$ cat src/rtl/mole_spawner.sv
// Whack-a-mole spawner: alternates between a no-mole gap and a visible mole,
// choosing each mole position from an 8-bit LFSR so that the same position
// is never shown twice in a row. All outputs are registered.
module mole_spawner #(
  parameter logic [31:0] UP_CYCLES  = 32'd50_000_000,
  parameter logic [31:0] GAP_CYCLES = 32'd25_000_000,
  parameter logic [7:0]  LFSR_SEED  = 8'hA5
) (
  input  logic       clk,
  input  logic       key_esc,
  input  logic       key_space,
  input  logic       hit,
  output logic [2:0] mole_pos,
  output logic       mole_valid,
  output logic       miss_pulse,
  output logic [7:0] round_count
);

  // state | meaning
  // GAP   | no mole shown, counting down the inter-round gap
  // UP    | mole shown, waiting for a hit or for the visible time to expire
  typedef enum logic {
    GAP = 1'b0,
    UP  = 1'b1
  } state_t;

  localparam logic [31:0] UP_LAST  = UP_CYCLES - 32'd1;
  localparam logic [31:0] GAP_LAST = GAP_CYCLES - 32'd1;
  localparam logic [2:0]  CODE_NONE = 3'b000;

  state_t      state, state_nxt;
  logic [31:0] count, count_nxt;
  logic [7:0]  lfsr, lfsr_nxt;
  logic        lfsr_fb;
  logic [2:0]  prev_code, prev_code_nxt;
  logic [2:0]  pos_nxt;
  logic        valid_nxt;
  logic        miss_nxt;
  logic [7:0]  round_nxt;
  logic [2:0]  spawn_code;

  // Position table: index 0..4 -> A, W, D, X, S.
  function automatic logic [2:0] code_at(input logic [2:0] idx);
    logic [2:0] code;
    case (idx)
      3'd0:    code = 3'b010;
      3'd1:    code = 3'b001;
      3'd2:    code = 3'b100;
      3'd3:    code = 3'b101;
      default: code = 3'b011;
    endcase
    return code;
  endfunction

  // Pick a code from the LFSR value, stepping to the next table entry when the
  // draw would repeat the previous mole.
  function automatic logic [2:0] pick_code(input logic [7:0] value,
                                           input logic [2:0] prev);
    logic [2:0] idx;
    logic [2:0] code;
    idx  = 3'(value % 8'd5);
    code = code_at(idx);
    if (code == prev) begin
      code = code_at((idx == 3'd4) ? 3'd0 : idx + 3'd1);
    end
    return code;
  endfunction

  // Fibonacci feedback for x^8+x^6+x^5+x^4+1, shifted left into bit 0.
  always_comb begin
    lfsr_fb = lfsr[7] ^ lfsr[5] ^ lfsr[4] ^ lfsr[3];
  end

  // Candidate code, based on the LFSR value present in the transition cycle.
  always_comb begin
    spawn_code = pick_code(lfsr, prev_code);
  end

  // Next-state and next-output logic; pause holds everything and kills miss.
  always_comb begin
    state_nxt     = state;
    count_nxt     = count;
    lfsr_nxt      = lfsr;
    prev_code_nxt = prev_code;
    pos_nxt       = mole_pos;
    valid_nxt     = mole_valid;
    miss_nxt      = 1'b0;
    round_nxt     = round_count;

    if (!key_space) begin
      lfsr_nxt  = {lfsr[6:0], lfsr_fb};
      count_nxt = count + 32'd1;
      case (state)
        GAP: begin
          if (count == GAP_LAST) begin
            state_nxt     = UP;
            count_nxt     = 32'd0;
            pos_nxt       = spawn_code;
            valid_nxt     = 1'b1;
            prev_code_nxt = spawn_code;
            if (round_count != 8'hFF) begin
              round_nxt = round_count + 8'd1;
            end
          end
        end
        UP: begin
          if (hit) begin
            state_nxt = GAP;
            count_nxt = 32'd0;
            pos_nxt   = CODE_NONE;
            valid_nxt = 1'b0;
          end else if (count == UP_LAST) begin
            state_nxt = GAP;
            count_nxt = 32'd0;
            pos_nxt   = CODE_NONE;
            valid_nxt = 1'b0;
            miss_nxt  = 1'b1;
          end
        end
        default: begin
          state_nxt = GAP;
          count_nxt = 32'd0;
        end
      endcase
    end
  end

  // State and output registers with synchronous reset from key_esc.
  always_ff @(posedge clk) begin
    if (key_esc) begin
      state       <= GAP;
      count       <= 32'd0;
      lfsr        <= LFSR_SEED;
      prev_code   <= CODE_NONE;
      mole_pos    <= CODE_NONE;
      mole_valid  <= 1'b0;
      miss_pulse  <= 1'b0;
      round_count <= 8'd0;
    end else begin
      state       <= state_nxt;
      count       <= count_nxt;
      lfsr        <= lfsr_nxt;
      prev_code   <= prev_code_nxt;
      mole_pos    <= pos_nxt;
      mole_valid  <= valid_nxt;
      miss_pulse  <= miss_nxt;
      round_count <= round_nxt;
    end
  end

endmodule

$ cat config.mk
export PLATFORM = sky130hd
export DESIGN_NAME = mole_spawner
export DESIGN_NICKNAME = d
export VERILOG_FILES = /design/src/rtl/mole_spawner.sv
export SDC_FILE = /design/constraint.sdc
export NUM_CORES = 1
export LEC_CHECK = 0
export BUFFER_PORTS_ARGS = -buffer_cell sky130_fd_sc_hd__buf_4
export CORE_ASPECT_RATIO = 1.5
export CORE_MARGIN = 2
export CORE_UTILIZATION = 66
export DETAILED_ROUTE_END_ITERATION = 16
export PLACE_DENSITY = 0.85
export SYNTH_ARGS = -nofsm -noshare
export SYNTH_HDL_FRONTEND = slang
export SYNTH_SLANG_ARGS = --single-unit
$ cat constraint.sdc
create_clock -name clk -period 7.5 [get_ports clk]
set_clock_uncertainty 0.05 [all_clocks]
set_input_delay 0.375 -clock clk [delete_from_list [all_inputs] [get_ports clk]]
set_output_delay 0.375 -clock clk [all_outputs]
set_load 0.1 [all_outputs]
==> impl_metrics.yaml <==
setup_path:
  critPathTopFamily: "compound AO/OA/AOI/OAI gates"
  cp-end-kind: "flip-flop"
  crit-reg2reg-capture: "mole_pos[1]"
  slowest_stage: "dfxtp_1"
  crit_arrival_ns: 5.35
  worst-setup-path-type: "reg -> reg"
  cp_max_fo: 23
  path_cells: "or3b_4 > a32oi_1 > o31ai_2 > inv_2 > ha_1 > nor2_1 > o221ai_1 > xnor2_1 > ha_1 > inv_1 > nor2_1 > o21ai_1 > xnor2_1 > inv_1 > ha_1 > o211ai_1 > xor2_1 > a211oi_1 > o311ai_0 > o211ai_1"
  r2r_cells: 20
  worstPathRequired_ns: 7.64
  r2r_slack_ns: 2.29
  critical-path-max-stage-delay_ns: 0.77
  worst-path-buf-inv: 3
  crit_path_start_kind: "flip-flop"
  r2r_start: "lfsr[3]"
  path_common_cell: "ha_1"
synth:
  ys_warn_count: 0
  synth_edf_count: 0
  syn_area_sq_mm: 0.00337
  synth_seq_cells: 57
  yosysSeqAreaShare_pct: 33.8
  synth-main-ff-cell: "dfxtp_1"
  synth_cell_type_count: 62
  synth_cells: 407
  async_reset_ff_share_pct: 0
  synthesis.nets: 422
  syn_area_per_cell_sq_um: 8.28
detailed_routing:
  routed_wl_um: 7150
  antenna_left: 0
  via_count: 2861
  first_pass_iters: 4
  drtIter0Drc: 165
  drc: 0
  avgViaCountPerCell: 5.83
  wire_per_inst_um: 14.6
outcome:
  outcome: "complete, no violations"
clocking:
  post_cts_resized: 0
  cts_post_setup_buffers_inserted: 0
  cts-root-buf: "clkbuf_8"
  cts_tree: "done"
  clockBufferDepth: 2
  tritoncts.num_buffers: 9
  clk_latency_ns: 0.34
  cts_sinks: 57
  path_clk_slew_ns: 0.07
  htree_levels: 3
  ctsHoldBuffers: 0
grt:
  antenna_found_initial: 0
  grt_pass1_wl_um: 12400
  grt_max_degree: 35
  gr-total-overflow: 0
  grt_pass1_vias: 2833
  grt_use_total_pct: 26.7
sta:
  hold_viol: 0
  finalCritPeriodShare_pct: 69.5
  drv_slew: 0
  worst_slew_pin_slew_ns: 0.693
  relSlewSlack_pct: 53.7
  fin_setup_tns_ns: 0
  whs_ns: 0.331
  post-route-min-period_ns: 5.21
  finalSetupViolations: 0
  grt_setup_unrepaired: "no"
  fmax_ghz: 0.192
power:
  switching_share_pct: 32.6
  pwr-share-comb_pct: 27.2
  p_switching_w: 0.000266
  peakVddDrop_v: 0.000174
  power.leakage_nw: 1.42
  p_seq_share_pct: 39.2
  fin_total_pwr_w: 0.000816
  cellPowerDensity_mw_per_mm2: 221
  pwr-share-clk_pct: 33.6
  intPower_w: 0.000550
place:
  gp_congestion: 0.825
  place_inst: 475
  dp_hpwl_um: 4990
  port_buffers: 16
  dpl_cell_area_sq_mm: 0.00350
final_layout:
  antenna-diode-count: 0
  final_layout_size_suffix_gt1_share_pct: 12.2
  layout.cells.non_filler: 491
  fill_cells: 388
  final_area_sq_mm: 0.00369
  final_cell_mix: "71 x nor2_1, 57 x dfxtp_1, 33 x nand2_1, 27 x xor2_1, 22 x nand3_1"
  num-nets-final: 435
  layout_commonest_cell: "nor2_1"
  area_growth_pct: 9.42
hold_path:
  hold_depth: 2
  min_from: "key_esc"
  hp-class: "in -> reg"
  holdPathEnd: "lfsr[3]"
floorplan:
  start_util_pct: 69.0
  fp-row-count: 31
  ios: 17
  die_w_um: 62.4
  die_y_um: 91.5
  dieArea_sq_mm: 0.00571
  fp.coreArea_sq_mm: 0.00489
job:
  cap_violations: 0
[flip-flops by register name, indices dropped and copies added (netlist names)]
register / flops
count: 32
lfsr: 8
round_count: 8
mole_pos: 3
prev_code: 3
miss_pulse: 1
mole_valid: 1
state: 1
[logic make-up (layout without fill, tap and decap cells)]
family,Yosys count,in the layout,synth area share [%]
simple gates,193,193,29.3
flops,57,57,33.8
buf+inv,32,50,4.38
xor+xnor,48,48,12.5
mux,13,13,4.19
fa+ha+maj,11,11,4.08
compound gates,53,53,11.8
[cell usage after synthesis (all sizes together) (3+ instances only)]
cell type	count	area share (%)
and4	3	0.78
or4b	4	1.2
xor2	27	7.0
o21ai	12	1.9
o211ai	8	1.8
inv	17	1.9
nor3	8	1.2
ha	11	4.1
xnor2	21	5.5
nand3	22	3.3
nand4	5	0.93
nor2	71	7.9
nand2b	5	0.93
a21oi	12	1.8
dfxtp	57	34
nor2b	8	1.7
mux2	3	1.2
nand2	33	3.7
buf	8	1.7
mux2i	10	3.0
nand3b	3	0.67
nor4	5	0.93
o311ai	3	0.78
nor3b	4	1.4
clkbuf	7	0.78
o31ai	3	1.2
and3	10	1.9
[power groups by stage]
stage          logic, W  clock network [W]  registers, W
3_3_place_gp   0.000200                  0      0.000326
3_5_place_dp   0.000216                  0      0.000327
5_1_grt        0.000246           0.000291      0.000322
4_1_cts        0.000219           0.000280      0.000320
6_report       0.000222           0.000274      0.000320
2_1_floorplan  0.000186                  0      0.000318
[metrics by stage]
step,util [%],setup WS (ns)
after floorplan,-,3.24
after global placement,71.7,2.79
after detailed placement,71.7,2.42
after CTS,75.5,2.33
after global routing,75.5,1.77
final,75.5,2.29
[worst register-to-register path: stages, from the launching register on]
cell and delay, ns:
dfxtp_1 0.77, or3b_4 0.29, a32oi_1 0.11, o31ai_2 0.41, inv_2 0.08, ha_1 0.22
nor2_1 0.15, o221ai_1 0.17, xnor2_1 0.30, ha_1 0.23, inv_1 0.05, nor2_1 0.08
o21ai_1 0.10, xnor2_1 0.36, inv_1 0.13, ha_1 0.26, o211ai_1 0.27, xor2_1 0.29
a211oi_1 0.10, o311ai_0 0.48, o211ai_1 0.16
[routing by layer]
layer	GRT usage, %	wire length [um]
met2	50.4	3790
met1	27.9	2870
met3	4.96	286
met5	0	0
met4	13.3	205
[cell type report]
class,instances,area [sq um],share of cell area (%)
multi-input cells,318,2090,56.6
inverters,17,63.8,1.73
clock buffers,11,131,3.56
well taps,66,82.6,2.24
clock inverters,5,56.3,1.53
repair buffers,17,128,3.46
flip-flops and latches,57,1140,30.9
[worst max path at each step]
stage	startpoint	to	slack, ns	cells after the start
after floorplan	lfsr[6]	mole_pos[2]	3.24	23
after global placement	lfsr[3]	mole_pos[2]	2.79	20
after detailed placement	lfsr[3]	mole_pos[2]	2.42	20
after CTS	lfsr[3]	mole_pos[1]	2.33	20
after global routing	lfsr[3]	mole_pos[2]	1.77	20
final	lfsr[3]	mole_pos[1]	2.29	20
(Power assumes the default switching activity.)
